File: config.mk
export PLATFORM = sky130hd
export DESIGN_NAME = gyro_bias_calibrator
export DESIGN_NICKNAME = d
export VERILOG_FILES = /design/src/rtl/gyro_bias_calibrator_pkg.sv /design/src/rtl/gyro_bias_calibrator_axis_bias.sv /design/src/rtl/gyro_bias_calibrator.sv
export SDC_FILE = /design/constraint.sdc
export NUM_CORES = 1
export LEC_CHECK = 0
export ABC_AREA = 1
export CORE_MARGIN = 10
export CORE_UTILIZATION = 40
export CTS_BUF_LIST = sky130_fd_sc_hd__clkbuf_4 sky130_fd_sc_hd__clkbuf_8 sky130_fd_sc_hd__clkbuf_16
export CTS_CLUSTER_SIZE = 16
export DETAILED_ROUTE_END_ITERATION = 16
export DONT_BUFFER_PORTS = 1
export GPL_TIMING_DRIVEN = 0
export HOLD_SLACK_MARGIN = 0.08
export PLACE_DENSITY = 0.65
export SYNTH_ARGS = -nofsm -noshare
export SYNTH_HDL_FRONTEND = slang
export SYNTH_SLANG_ARGS = --single-unit
File: constraint.sdc
create_clock -name clk -period 3.77 [get_ports clk]
set_clock_uncertainty 0.05 [all_clocks]
set_input_delay 0.9425 -clock clk [delete_from_list [all_inputs] [get_ports clk]]
set_output_delay 0.9425 -clock clk [all_outputs]
set_load 0.03 [all_outputs]
File: src/rtl/gyro_bias_calibrator_pkg.sv
// -----------------------------------------------------------------------------
// gyro_bias_calibrator_pkg
// Shared definitions for the gyro bias calibrator: controller state encoding,
// default sample width / calibration length, and the output saturation limits.
// No ports (package).
// -----------------------------------------------------------------------------
package gyro_bias_calibrator_pkg;

  typedef enum logic [1:0] {
    ST_PASS  = 2'd0,
    ST_CALIB = 2'd1,
    ST_RUN   = 2'd2
  } state_t;

  localparam int DATA_W_DEF     = 16;
  localparam int CALIB_LOG2_DEF = 6;

  // Largest / smallest representable signed value for a given sample width.
  function automatic int sat_max(input int w);
    return (1 << (w - 1)) - 1;
  endfunction

  function automatic int sat_min(input int w);
    return -(1 << (w - 1));
  endfunction

  // Limits for the default 16-bit sample width: [-32768, 32767].
  localparam int SAT_MAX = sat_max(DATA_W_DEF);
  localparam int SAT_MIN = sat_min(DATA_W_DEF);

endpackage

File: src/rtl/gyro_bias_calibrator_axis_bias.sv
// -----------------------------------------------------------------------------
// gyro_axis_bias
// One gyro axis: calibration accumulator, bias register and the registered
// bias-subtract / saturate output stage. Sequencing comes from the top level.
//
// Ports
//   clk, rst_n   : clock, asynchronous active-low reset
//   acc_clear    : clear the accumulator (calibration (re)start)
//   acc_en       : add sample_in (sign-extended) into the accumulator
//   bias_load    : last calibration sample; bias <= (acc + sample_in) >>> CALIB_LOG2
//   use_bias     : subtract the bias (RUN); otherwise the bias applied is 0
//   out_load     : capture sat(sample_in - bias) into sample_out
//   sample_in    : signed raw sample
//   sample_out   : signed registered corrected sample
//   bias_out     : current signed bias estimate
// -----------------------------------------------------------------------------
module gyro_axis_bias
  import gyro_bias_calibrator_pkg::*;
#(
  parameter int DATA_W     = DATA_W_DEF,
  parameter int CALIB_LOG2 = CALIB_LOG2_DEF
) (
  input  logic                     clk,
  input  logic                     rst_n,
  input  logic                     acc_clear,
  input  logic                     acc_en,
  input  logic                     bias_load,
  input  logic                     use_bias,
  input  logic                     out_load,
  input  logic signed [DATA_W-1:0] sample_in,
  output logic signed [DATA_W-1:0] sample_out,
  output logic signed [DATA_W-1:0] bias_out
);

  localparam int ACC_W  = DATA_W + CALIB_LOG2;
  localparam int DIFF_W = DATA_W + 1;

  localparam logic signed [DIFF_W-1:0] LIM_HI = DIFF_W'(sat_max(DATA_W));
  localparam logic signed [DIFF_W-1:0] LIM_LO = DIFF_W'(sat_min(DATA_W));

  logic signed [ACC_W-1:0]  acc;
  logic signed [ACC_W-1:0]  acc_sum;
  logic signed [DATA_W-1:0] bias;
  logic signed [DATA_W-1:0] bias_eff;
  logic signed [DIFF_W-1:0] diff;
  logic signed [DATA_W-1:0] sat_val;

  assign acc_sum  = acc + {{CALIB_LOG2{sample_in[DATA_W-1]}}, sample_in};
  assign bias_eff = use_bias ? bias : '0;
  assign diff     = {sample_in[DATA_W-1], sample_in} - {bias_eff[DATA_W-1], bias_eff};
  assign bias_out = bias;

  always_comb begin
    sat_val = diff[DATA_W-1:0];
    if (diff > LIM_HI) begin
      sat_val = LIM_HI[DATA_W-1:0];
    end else if (diff < LIM_LO) begin
      sat_val = LIM_LO[DATA_W-1:0];
    end
  end

  always_ff @(posedge clk or negedge rst_n) begin
    if (!rst_n) begin
      acc        <= '0;
      bias       <= '0;
      sample_out <= '0;
    end else begin
      if (acc_clear) begin
        acc <= '0;
      end else if (acc_en) begin
        acc <= acc_sum;
      end
      // Upper DATA_W bits of the sum are exactly sum >>> CALIB_LOG2, i.e. the
      // mean rounded toward minus infinity; the final sample is folded in here.
      if (bias_load) begin
        bias <= acc_sum[ACC_W-1:CALIB_LOG2];
      end
      if (out_load) begin
        sample_out <= sat_val;
      end
    end
  end

endmodule

File: src/rtl/gyro_bias_calibrator.sv
// -----------------------------------------------------------------------------
// gyro_bias_calibrator
// Averages 2^CALIB_LOG2 gyro samples per axis into a bias estimate, then
// forwards bias-corrected, saturated samples with a one-deep valid/ready
// output register. Before the first calibration samples pass through.
//
// Ports
//   clk, rst_n              : clock, asynchronous active-low reset
//   in_valid                : one-cycle strobe, x/y/z_in hold a complete triple
//   x_in, y_in, z_in        : signed raw samples
//   calib_start             : pulse, (re)start calibration from any state
//   x_out, y_out, z_out     : signed corrected samples (registered)
//   out_valid, out_ready    : output handshake
//   bias_x, bias_y, bias_z  : current bias estimates
//   calib_busy              : calibration in progress
//   calib_done              : sticky, a calibration has completed
//   overrun                 : sticky, a sample was dropped (cleared by reset only)
//
// state    | meaning
// ---------+-------------------------------------------------------------
// ST_PASS  | after reset, samples forwarded with bias 0
// ST_CALIB | accumulating samples, no output produced
// ST_RUN   | samples forwarded as sat(in - bias)
// -----------------------------------------------------------------------------
module gyro_bias_calibrator
  import gyro_bias_calibrator_pkg::*;
#(
  parameter int CALIB_LOG2 = CALIB_LOG2_DEF,
  parameter int DATA_W     = DATA_W_DEF
) (
  input  logic                     clk,
  input  logic                     rst_n,
  input  logic                     in_valid,
  input  logic signed [DATA_W-1:0] x_in,
  input  logic signed [DATA_W-1:0] y_in,
  input  logic signed [DATA_W-1:0] z_in,
  input  logic                     calib_start,
  output logic signed [DATA_W-1:0] x_out,
  output logic signed [DATA_W-1:0] y_out,
  output logic signed [DATA_W-1:0] z_out,
  output logic                     out_valid,
  input  logic                     out_ready,
  output logic signed [DATA_W-1:0] bias_x,
  output logic signed [DATA_W-1:0] bias_y,
  output logic signed [DATA_W-1:0] bias_z,
  output logic                     calib_busy,
  output logic                     calib_done,
  output logic                     overrun
);

  localparam logic [CALIB_LOG2-1:0] COUNT_LAST = '1;

  state_t                state;
  logic [CALIB_LOG2-1:0] count;

  logic accept;
  logic calib_take;
  logic calib_last;
  logic fwd;
  logic out_load;
  logic drop;
  logic use_bias;

  // calib_start takes priority over a coincident sample, which is discarded.
  assign accept     = in_valid & ~calib_start;
  assign calib_take = accept & (state == ST_CALIB);
  assign calib_last = calib_take & (count == COUNT_LAST);
  assign fwd        = accept & (state != ST_CALIB);
  // A pending output being accepted this cycle frees the register for a new one.
  assign out_load   = fwd & (~out_valid | out_ready);
  assign drop       = fwd & out_valid & ~out_ready;
  assign use_bias   = (state == ST_RUN);

  always_ff @(posedge clk or negedge rst_n) begin
    if (!rst_n) begin
      state      <= ST_PASS;
      count      <= '0;
      out_valid  <= 1'b0;
      calib_busy <= 1'b0;
      calib_done <= 1'b0;
      overrun    <= 1'b0;
    end else begin
      if (drop) begin
        overrun <= 1'b1;
      end
      if (calib_start) begin
        state      <= ST_CALIB;
        count      <= '0;
        out_valid  <= 1'b0;
        calib_busy <= 1'b1;
      end else begin
        case (state)
          ST_CALIB: begin
            out_valid <= 1'b0;
            if (calib_take) begin
              count <= count + 1'b1;
            end
            if (calib_last) begin
              state      <= ST_RUN;
              calib_busy <= 1'b0;
              calib_done <= 1'b1;
            end
          end
          default: begin
            if (out_load) begin
              out_valid <= 1'b1;
            end else if (out_ready) begin
              out_valid <= 1'b0;
            end
          end
        endcase
      end
    end
  end

  gyro_axis_bias #(.DATA_W(DATA_W), .CALIB_LOG2(CALIB_LOG2)) u_axis_x (
    .clk        (clk),
    .rst_n      (rst_n),
    .acc_clear  (calib_start),
    .acc_en     (calib_take),
    .bias_load  (calib_last),
    .use_bias   (use_bias),
    .out_load   (out_load),
    .sample_in  (x_in),
    .sample_out (x_out),
    .bias_out   (bias_x)
  );

  gyro_axis_bias #(.DATA_W(DATA_W), .CALIB_LOG2(CALIB_LOG2)) u_axis_y (
    .clk        (clk),
    .rst_n      (rst_n),
    .acc_clear  (calib_start),
    .acc_en     (calib_take),
    .bias_load  (calib_last),
    .use_bias   (use_bias),
    .out_load   (out_load),
    .sample_in  (y_in),
    .sample_out (y_out),
    .bias_out   (bias_y)
  );

  gyro_axis_bias #(.DATA_W(DATA_W), .CALIB_LOG2(CALIB_LOG2)) u_axis_z (
    .clk        (clk),
    .rst_n      (rst_n),
    .acc_clear  (calib_start),
    .acc_en     (calib_take),
    .bias_load  (calib_last),
    .use_bias   (use_bias),
    .out_load   (out_load),
    .sample_in  (z_in),
    .sample_out (z_out),
    .bias_out   (bias_z)
  );

endmodule

==> results.sh, run 1 <==
export IMPL_status="finished clean"
export IMPL_route_detailed_drc=0
export IMPL_grt_overflow=0
export IMPL_path_cells="nor2_2, clkbuf_1, nand2_1, ha_1, a21oi_2, nand2_1, a21oi_1, nand3_1, nand2_1, nand2_2, buf_6, nand2_2, nand2_1, nand2_1, nand2_1"
export IMPL_max_stage_delay_ns=0.56
export IMPL_start_util=0.4066
export IMPL_required_ns=4.04
export IMPL_drtAntennaViolNets=0
export IMPL_worstPathArrival_ns=3.68
export IMPL_fin_util=0.4405
export IMPL_fin_tns_setup_ns=0
export IMPL_cts_made_buffers=17
export IMPL_seq_area_frac_synth=0.3167
export IMPL_grt_pass1_wl_um=69110
export IMPL_path_class="flip-flop to flip-flop"
export IMPL_die_area_sq_mm=0.04197
export IMPL_finalSetupViolations=0
export IMPL_ys_ff_latch=173
export IMPL_cp_start_kind="flip-flop"
export IMPL_rr_worst_depth=15
export IMPL_final_hold_viol_count=0
export IMPL_io_pins=153
export IMPL_endpoint_kind="flip-flop"
export IMPL_routedWlPerCell_um=17.82
export IMPL_ir_drop_v=0.0003026
export IMPL_synth_net_count=2191
export IMPL_grt_setup_unrepaired="false"
export IMPL_drt_pre_antenna_iters=5
export IMPL_die_width_um=204.9
export IMPL_place_detailed_hpwl_um=36660
export IMPL_synthArstFlopShare=1.000
export IMPL_ys_flop_type="dfrtp_1"
export IMPL_yosysWarnings=0
export IMPL_worst_pin_slew_ns=0.9484
export IMPL_drive_gt1_frac=0.07164
export IMPL_crit_top_cell="nand2_1"
export IMPL_drv_slew=0
export IMPL_drt_iter0_markers=963
export IMPL_insertion_delay_ns=0.44
export IMPL_htreeDepth=4
export IMPL_leakagePower_nw=8.141
export IMPL_timing_rr_end="u_axis_z.sample_out[10]"
export IMPL_synth_top_cells_by_count="807 x nand2_1, 200 x inv_1, 173 x dfrtp_1, 119 x nand3_1, 118 x a21oi_1"
export IMPL_avgViaCountPerCell=5.104
export IMPL_syn_inst=2020
export IMPL_nets=2210
export IMPL_cp_max_fo=10
export IMPL_min_period_over_period=0.9052
export IMPL_synth_edf_count=0
export IMPL_yosys_top_cells_area="dfrtp_1 32%, nand2_1 22%, ha_1 10%"
export IMPL_cts_tree="done"
export IMPL_port_buffers=0
export IMPL_syn2layout_area_growth_pct=8.339
export IMPL_rows=67
export IMPL_multi_input_area_sq_mm=0.008327
export IMPL_grt_usage=0.2105
export IMPL_grt_antenna_before_repair=0
export IMPL_clockRootBuffer="clkbuf_16"
export IMPL_drt_wl_total_um=44560
export IMPL_layout_min_cycle_time_ns=3.412
export IMPL_ys_types=41
export IMPL_critPathTopFamily="simple AND/OR/NAND/NOR gates"
export IMPL_ctsHoldBuffers=0
export IMPL_worst_path_buf_inv=2
export IMPL_relSlewSlack=0.3677
export IMPL_clk_pin_slew_ns=0.08
export IMPL_slowest_stage="dfrtp_1"
export IMPL_syn_area_per_cell_sq_um=6.767
export IMPL_clk_path_buf_depth=2
export IMPL_place_inst=2468
export IMPL_regArea_sq_mm=0.004329
export IMPL_die_y_um=204.9
export IMPL_hold_path_class="primary input to asynchronous set/reset pin"
export IMPL_n_antenna_cell=0
export IMPL_nFillCells=3502
export IMPL_rrSetupSlack_ns=0.36
export IMPL_globalplace_congestion=0.9775
export IMPL_synth_area_leader_cell="dfrtp_1"
export IMPL_yosysMostFrequentCell="nand2_1"
export IMPL_max_cap_violations=0
export IMPL_clock_sinks=173
export IMPL_r2r_start="state[0]"
export IMPL_syn_area_sq_mm=0.01367
export IMPL_max_freq_mhz=293.0
export IMPL_grt_max_degree=174
export IMPL_synth_top_cell_area_share=0.3167
export IMPL_stdcell_count=2500
export IMPL_p_per_area_mw_per_mm2=410.1
export IMPL_core_area_sq_mm=0.03362
export IMPL_num_vias=12760
export IMPL_grt_pass1_vias=12056
## per-layer routing
metal	vias up	GRT usage	share of wire
met4	0	0.05750	0.021
met3	52	0.05402	0.077
met2	341	0.3260	0.44
li1	6555	-	-
met1	5812	0.2847	0.46
met5	-	0	0
## metrics by stage
stage          setup WS, ns  hold WS (ns)  cell area (sq um)  total power, mW
2_1_floorplan        0.8577        0.4031              13670            3.829
3_3_place_gp         0.1607        0.4172              14230            4.273
3_5_place_dp        0.08152        0.4225              14230            4.304
4_1_cts             0.05297        0.1257              14800            6.085
5_1_grt             0.06427        0.1173              14810            6.504
6_report             0.3576        0.1422              14810            6.073
## sequential cells by signal, indices dropped and copies added (netlist names)
name and cells:
calib_done 1, count 6, out_valid 1, overrun 1
state 2, u_axis_x.acc 22, u_axis_x.bias_out 16, u_axis_x.sample_out 16
u_axis_y.acc 22, u_axis_y.bias_out 16, u_axis_y.sample_out 16, u_axis_z.acc 22
u_axis_z.bias_out 16, u_axis_z.sample_out 16
## area by class of cell
| class | instances | area share |
|---|---|---|
| Inverter | 211 | 0.05348 |
| Multi-Input combinational cell | 1595 | 0.5623 |
| Buffer | 41 | 0.01529 |
| Clock inverter | 11 | 0.007181 |
| Sequential cell | 173 | 0.2923 |
| Clock buffer | 21 | 0.03160 |
| Tap cell | 448 | 0.03785 |
## worst register-to-register path, cell delays in order (launching register included)
cell	delay (ns)
dfrtp_1	0.56
nor2_2	0.42
clkbuf_1	0.44
nand2_1	0.11
ha_1	0.40
a21oi_2	0.25
nand2_1	0.08
a21oi_1	0.24
nand3_1	0.16
nand2_1	0.13
nand2_2	0.08
buf_6	0.16
nand2_2	0.05
nand2_1	0.05
nand2_1	0.07
nand2_1	0.05
## what timing repair did
action | in CTS | in global routing
gates resized for setup | 0 | 5
buffers inserted | 0 | 0
setup endpoints to repair | 0 | 44
## cell families (layout without fill, tap and decap cells)
kind of cell,after synthesis,in the layout,synth area share
and+or+nand+nor,1175,1175,0.3636
AOI/OAI and AO/OA,258,258,0.1059
buffers and inverters,252,284,0.07433
DFF,173,173,0.3167
adders and majority gates,118,118,0.1113
xor gates and xnor gates,44,44,0.02819
## how the worst max path moves through the flow
stage | from | to | cells after the start
2_1_floorplan | state[0] | u_axis_z.sample_out[5] | 17
6_report | state[0] | u_axis_z.sample_out[10] | 15
3_3_place_gp | state[0] | u_axis_x.sample_out[14] | 17
3_5_place_dp | state[0] | u_axis_z.sample_out[10] | 17
5_1_grt | state[0] | u_axis_z.sample_out[10] | 15
4_1_cts | state[0] | u_axis_z.sample_out[10] | 17
## power by group
| group | internal, mW | switching (mW) | total (mW) |
|---|---|---|---|
| combinational | 0.726 | 1.32 | 2.05 |
| clock | 0.968 | 0.797 | 1.77 |
| sequential | 2.04 | 0.220 | 2.26 |
| total | 3.74 | 2.34 | 6.07 |
## cells in the final DEF (no fill, tap or decap), types with 4 or more instances in the layout
| cell type | n |
|---|---|
| nand3_1 | 119 |
| nand2_1 | 807 |
| buf_2 | 20 |
| a21oi_1 | 118 |
| xnor2_1 | 10 |
| a31oi_1 | 5 |
| inv_6 | 4 |
| clkbuf_16 | 17 |
| dfrtp_1 | 173 |
| o21bai_1 | 9 |
| nor3_1 | 13 |
| inv_1 | 200 |
| ha_1 | 112 |
| o21ai_0 | 76 |
| a22o_1 | 8 |
| a21oi_2 | 13 |
| nand4_1 | 30 |
| nand3b_1 | 31 |
| a21o_1 | 8 |
| clkbuf_1 | 11 |
| xor2_1 | 34 |
| nor2_1 | 115 |
| buf_4 | 4 |
| or2_2 | 24 |
| o21ai_1 | 12 |
| nor3_2 | 4 |
| buf_6 | 4 |
| nand2_2 | 21 |
| fa_1 | 6 |
| inv_2 | 11 |
Power figures use the tool's default switching activity.
==> run 2: changes to the inputs <==
--- a/config.mk
+++ b/config.mk
@@ -8,7 +8,6 @@
 export ABC_AREA = 1
 export CORE_MARGIN = 10
 export CORE_UTILIZATION = 40
-export CTS_BUF_LIST = sky130_fd_sc_hd__clkbuf_4 sky130_fd_sc_hd__clkbuf_8 sky130_fd_sc_hd__clkbuf_16
 export CTS_CLUSTER_SIZE = 16
 export DETAILED_ROUTE_END_ITERATION = 16
 export DONT_BUFFER_PORTS = 1
==> run 2 against run 1 <==
Combinational power is essentially flat; sequential power barely moved; fmax up 0.26%; wire length is essentially flat; flip-flop and latch count did not move; via count about the same; register-to-register slack is essentially flat; final area about the same; non-clock buffer count stayed put; largest cell class unchanged; largest power group unchanged; highest routed layer unchanged.
==> results.sh, run 2 (synthesized netlist as in run 1, its figures left out) <==
export IMPL_dr_max_layer_used="met4"
export IMPL_grt_setup_unrepaired="false"
export IMPL_ir_drop_v=0.0003034
export IMPL_cts_made_buffers=17
export IMPL_drv_slew=0
export IMPL_swShare=0.3864
export IMPL_p_sw_mw=2.344
export IMPL_grt_usage=0.2105
export IMPL_die_width_um=204.9
export IMPL_grt_max_degree=174
export IMPL_grt_pass1_vias=12056
export IMPL_cp_start_kind="flip-flop"
export IMPL_htreeDepth=4
export IMPL_fin_util=0.4403
export IMPL_cp_max_fo=10
export IMPL_final_hold_viol_count=0
export IMPL_cts_tree="done"
export IMPL_place_inst=2468
export IMPL_io_pins=153
export IMPL_drt_wl_total_um=44570
export IMPL_stdcell_count=2500
export IMPL_wl_met3_um=3555
export IMPL_num_vias=12762
export IMPL_seq_power_share=0.373
export IMPL_worstPathArrival_ns=3.67
export IMPL_routedWlPerCell_um=17.83
export IMPL_met1Wirelength_um=20460
export IMPL_timing_rr_end="u_axis_z.sample_out[10]"
export IMPL_n_antenna_cell=0
export IMPL_avgViaCountPerCell=5.105
export IMPL_die_area_sq_mm=0.04197
export IMPL_drtAntennaViolNets=0
export IMPL_clockRootBuffer="clkbuf_16"
export IMPL_fin_tns_setup_ns=0
export IMPL_clock_sinks=173
export IMPL_worst_pin_slew_ns=0.9593
export IMPL_r2r_start="state[0]"
export IMPL_clk_path_buf_depth=2
export IMPL_max_freq_mhz=293.8
export IMPL_finalSetupViolations=0
export IMPL_drive_gt1_frac=0.07066
export IMPL_syn2layout_area_growth_pct=8.284
export IMPL_rows=67
export IMPL_layout_min_cycle_time_ns=3.403
export IMPL_p_per_area_mw_per_mm2=409.8
export IMPL_finalWorstSetupSlack_ns=0.3666
export IMPL_route_detailed_drc=0
export IMPL_place_detailed_hpwl_um=36660
export IMPL_grt_overflow=0
export IMPL_relSlewSlack=0.3605
export IMPL_required_ns=4.04
export IMPL_status="finished clean"
export IMPL_p_comb_frac=0.337
export IMPL_drt_iter0_markers=937
export IMPL_top_regs="u_axis_x.acc (22), u_axis_y.acc (22), u_axis_z.acc (22)"
export IMPL_final_common_cell="nand2_1"
export IMPL_die_y_um=204.9
export IMPL_globalplace_congestion=0.9775
export IMPL_port_buffers=0
export IMPL_start_util=0.4066
export IMPL_path_class="flip-flop to flip-flop"
export IMPL_grt_pass1_wl_um=69100
export IMPL_wl_met2_um=19590
export IMPL_nets=2210
export IMPL_grt_antenna_before_repair=0
export IMPL_rr_worst_depth=15
export IMPL_max_cap_violations=0
export IMPL_core_area_sq_mm=0.03362
export IMPL_pre_cts_ws_ns=0.08152
export IMPL_final_cell_mix="807 x nand2_1, 200 x inv_1, 173 x dfrtp_1, 119 x nand3_1, 118 x a21oi_1"
export IMPL_post_cts_buffers=0
export IMPL_drt_pre_antenna_iters=6
export IMPL_insertion_delay_ns=0.44
export IMPL_leakagePower_nw=8.135
export IMPL_p_int_mw=3.722
export IMPL_min_period_over_period=0.9028
export IMPL_hold_path_class="primary input to asynchronous set/reset pin"
export IMPL_rrSetupSlack_ns=0.37
export IMPL_endpoint_kind="flip-flop"
export IMPL_clk_pin_slew_ns=0.08
export IMPL_p_clk_frac=0.290
## run 2: cell counts in the layout (fill, tap and decap cells not counted)
No cell type changed its count.
## run 2: metrics by stage
| step | power [mW] | hold WS [ns] | instance area, sq um |
|---|---|---|---|
| floorplan | 3.829 | 0.4031 | 13670 |
| global placement | 4.273 | 0.4172 | 14230 |
| detailed placement | 4.304 | 0.4225 | 14230 |
| CTS | 6.071 | 0.1257 | 14800 |
| global route | 6.491 | 0.1173 | 14800 |
| finish | 6.066 | 0.1415 | 14800 |
## run 2: how the worst max path moves through the flow
stage                   from                 endpoint  cells after the start  slack (ns)
detailed placement  state[0]  u_axis_z.sample_out[10]                     17        0.08
floorplan           state[0]   u_axis_z.sample_out[5]                     17        0.86
global route        state[0]  u_axis_z.sample_out[10]                     15        0.06
global placement    state[0]  u_axis_x.sample_out[14]                     17        0.16
finish              state[0]  u_axis_z.sample_out[10]                     15        0.37
CTS                 state[0]  u_axis_z.sample_out[10]                     17        0.05
## run 2: metal layers
layer  up-vias  track usage
met3        50      0.05402
li1       6553            -
met4         0      0.05750
met1      5810       0.2849
met2       349       0.3259
met5         -            0
## run 2: area by class of cell
type,instances,area [sq um]
multi-input combinational,1595,8327
inverter,211,792.0
clock inverter,11,106.4
tap,448,560.5
buffer,41,226.5
fill,3502,18810
sequential,173,4329
clock buffer,21,460.4
## run 2: repair_timing
item                       CTS  global route
resized for setup            0             5
setup endpoints to repair    0            44
hold buffers                 0             0
## run 2: critical path, stage by stage (launching register included)
cell and delay [ns]:
dfrtp_1 0.55, nor2_2 0.42, clkbuf_1 0.44, nand2_1 0.11
ha_1 0.40, a21oi_2 0.25, nand2_1 0.08, a21oi_1 0.24
nand3_1 0.16, nand2_1 0.13, nand2_2 0.08, buf_6 0.16
nand2_2 0.05, nand2_1 0.05, nand2_1 0.07, nand2_1 0.05
## run 2: power groups by stage
stage / logic (mW) / clock network, mW / registers, mW
floorplan: 1.57 / 0 / 2.26
global placement: 1.98 / 0 / 2.29
detailed placement: 2.01 / 0 / 2.30
CTS: 2.02 / 1.79 / 2.26
global route: 2.33 / 1.87 / 2.28
finish: 2.05 / 1.76 / 2.26
==> run 3: changes to the inputs <==
--- a/config.mk
+++ b/config.mk
@@ -7,13 +7,12 @@
 export LEC_CHECK = 0
 export ABC_AREA = 1
 export CORE_MARGIN = 10
-export CORE_UTILIZATION = 40
-export CTS_CLUSTER_SIZE = 16
+export CORE_UTILIZATION = 35
 export DETAILED_ROUTE_END_ITERATION = 16
 export DONT_BUFFER_PORTS = 1
 export GPL_TIMING_DRIVEN = 0
 export HOLD_SLACK_MARGIN = 0.08
-export PLACE_DENSITY = 0.65
+export PLACE_DENSITY = 0.6
 export SYNTH_ARGS = -nofsm -noshare
 export SYNTH_HDL_FRONTEND = slang
 export SYNTH_SLANG_ARGS = --single-unit
==> run 3 against run 2 <==
Combinational power is essentially flat; via count rose by 1.1%; global-route usage shrank 1.9 points; fmax rose by 1.4%; wire length grew 2.4%; utilization decreased by 5.5 points; die area up 13%; critical endpoint is now u_axis_y.sample_out[3]; critical path depth grew 1; final area up 0.72%; highest routed layer unchanged.
==> results.sh, run 3 (synthesized netlist as in run 1, its figures left out) <==
export IMPL_clockRootBuffer="clkbuf_16"
export IMPL_p_comb_frac=0.336
export IMPL_drt_pre_antenna_iters=5
export IMPL_place_detailed_hpwl_um=37540
export IMPL_grt_antenna_before_repair=1
export IMPL_endpoint_kind="flip-flop"
export IMPL_die_y_um=217.6
export IMPL_avgViaCountPerCell=5.017
export IMPL_worstPathArrival_ns=3.68
export IMPL_nets=2210
export IMPL_grt_pass1_vias=12057
export IMPL_io_pins=153
export IMPL_worst_pin_slew_ns=0.9826
export IMPL_final_common_cell="nand2_1"
export IMPL_drv_slew=0
export IMPL_ir_drop_v=0.0002402
export IMPL_grt_pass1_wl_um=70590
export IMPL_globalplace_congestion=0.9344
export IMPL_seq_power_share=0.372
export IMPL_r2r_start="state[0]"
export IMPL_leakagePower_nw=8.138
export IMPL_swShare=0.4009
export IMPL_die_width_um=217.6
export IMPL_rrSetupSlack_ns=0.42
export IMPL_clock_sinks=173
export IMPL_start_util=0.3537
export IMPL_p_clk_frac=0.292
export IMPL_p_per_area_mw_per_mm2=408.3
export IMPL_cts_tree="done"
export IMPL_wl_met2_um=20230
export IMPL_grt_overflow=0
export IMPL_finalSetupViolations=0
export IMPL_routedWlPerCell_um=17.74
export IMPL_nFillCells=4104
export IMPL_finalWorstSetupSlack_ns=0.4152
export IMPL_grt_setup_unrepaired="false"
export IMPL_syn2layout_area_growth_pct=9.061
export IMPL_drt_wl_total_um=45620
export IMPL_crit_end="u_axis_y.sample_out[3]"
export IMPL_drtAntennaViolNets=0
export IMPL_p_sw_mw=2.440
export IMPL_ctsHoldBuffers=0
export IMPL_drt_iter0_markers=1066
export IMPL_clk_path_buf_depth=2
export IMPL_status="finished clean"
export IMPL_final_cell_mix="807 x nand2_1, 200 x inv_1, 173 x dfrtp_1, 119 x nand3_1, 118 x a21oi_1"
export IMPL_min_period_over_period=0.8899
export IMPL_path_class="flip-flop to flip-flop"
export IMPL_post_cts_buffers=0
export IMPL_grt_usage=0.1912
export IMPL_layout_min_cycle_time_ns=3.355
export IMPL_drive_gt1_frac=0.07212
export IMPL_cp_max_fo=10
export IMPL_htreeDepth=4
export IMPL_cts_made_buffers=17
export IMPL_timing_rr_end="u_axis_y.sample_out[3]"
export IMPL_insertion_delay_ns=0.46
export IMPL_p_int_mw=3.647
export IMPL_dr_max_layer_used="met4"
export IMPL_max_cap_violations=0
export IMPL_grt_max_degree=174
export IMPL_place_inst=2538
export IMPL_port_buffers=0
export IMPL_pre_cts_ws_ns=0.001599
export IMPL_final_hold_viol_count=0
export IMPL_clk_pin_slew_ns=0.08
export IMPL_max_freq_mhz=298.1
export IMPL_top_regs="u_axis_x.acc (22), u_axis_y.acc (22), u_axis_z.acc (22)"
export IMPL_stdcell_count=2572
export IMPL_core_area_sq_mm=0.03865
export IMPL_die_area_sq_mm=0.04736
export IMPL_rows=72
export IMPL_num_vias=12903
export IMPL_cp_start_kind="flip-flop"
export IMPL_hold_path_class="primary input to asynchronous set/reset pin"
export IMPL_route_detailed_drc=0
export IMPL_relSlewSlack=0.3449
export IMPL_critical_path_startpoint="state[0]"
export IMPL_met1Wirelength_um=20660
export IMPL_wl_met3_um=3128
export IMPL_fin_tns_setup_ns=0
export IMPL_required_ns=4.10
export IMPL_rr_worst_depth=16
-- run 3: routing by layer --
metal | vias to the layer above | GRT usage
met5 | - | 0
met2 | 369 | 0.2971
met3 | 71 | 0.03745
met4 | 0 | 0.07527
li1 | 6539 | -
met1 | 5924 | 0.2563
-- run 3: worst min path at each step --
stage / from / end / slack, ns
floorplan: u_axis_x.acc[10] / u_axis_x.acc[10] / 0.40
global placement: u_axis_y.acc[13] / u_axis_y.acc[13] / 0.42
detailed placement: u_axis_x.acc[5] / u_axis_x.acc[5] / 0.42
CTS: rst_n / u_axis_z.bias_out[14] / 0.11
global route: rst_n / u_axis_z.bias_out[15] / 0.11
finish: rst_n / u_axis_z.bias_out[14] / 0.13
-- run 3: critical path: stages (launching register included) --
cell and delay, ns:
dfrtp_1 0.56, nor2_2 0.44, clkbuf_1 0.42, nand2_1 0.12, ha_1 0.36, nand2_1 0.14
inv_1 0.05, a21oi_1 0.14, nand2_1 0.13, nand2_1 0.10, nand2_1 0.05, nand2_1 0.05
nand2_1 0.13, nand2_2 0.16, buf_6 0.15, nand2_1 0.06, a21oi_1 0.14
-- run 3: layout make-up --
cell class	count	area (sq um)	share of cell area
plain buffers	41	227.7	0.01527
well taps	518	648.1	0.04347
flip-flops and latches	173	4329	0.2904
clock inverters	15	153.9	0.01032
multi-input cells	1595	8327	0.5585
inverters	211	792.0	0.05313
diodes	2	5.005	0.0003357
clock buffers	17	425.4	0.02854
-- run 3: timing repair --
action	CTS	global route
setup endpoints to repair	1	22
pin swaps	0	0
gates resized for setup	1	6
gates cloned	0	0
-- run 3: through the flow --
step | util | total power [mW] | instance area [sq um] | hold slack (ns)
6_report | 0.3857 | 6.087 | 14910 | 0.1313
3_3_place_gp | 0.3705 | 4.284 | 14320 | 0.4180
3_5_place_dp | 0.3705 | 4.312 | 14320 | 0.4232
4_1_cts | 0.3855 | 6.098 | 14900 | 0.1131
2_1_floorplan | - | 3.829 | 13670 | 0.4031
5_1_grt | 0.3856 | 6.515 | 14900 | 0.1083
-- run 3: power groups by stage --
| stage | combinational (mW) | clock, mW | sequential, mW |
|---|---|---|---|
| final | 2.04 | 1.78 | 2.27 |
| after global routing | 2.34 | 1.89 | 2.29 |
| after CTS | 2.02 | 1.81 | 2.27 |
| after detailed placement | 2.01 | 0 | 2.30 |
| after global placement | 1.99 | 0 | 2.30 |
| after floorplan | 1.57 | 0 | 2.26 |
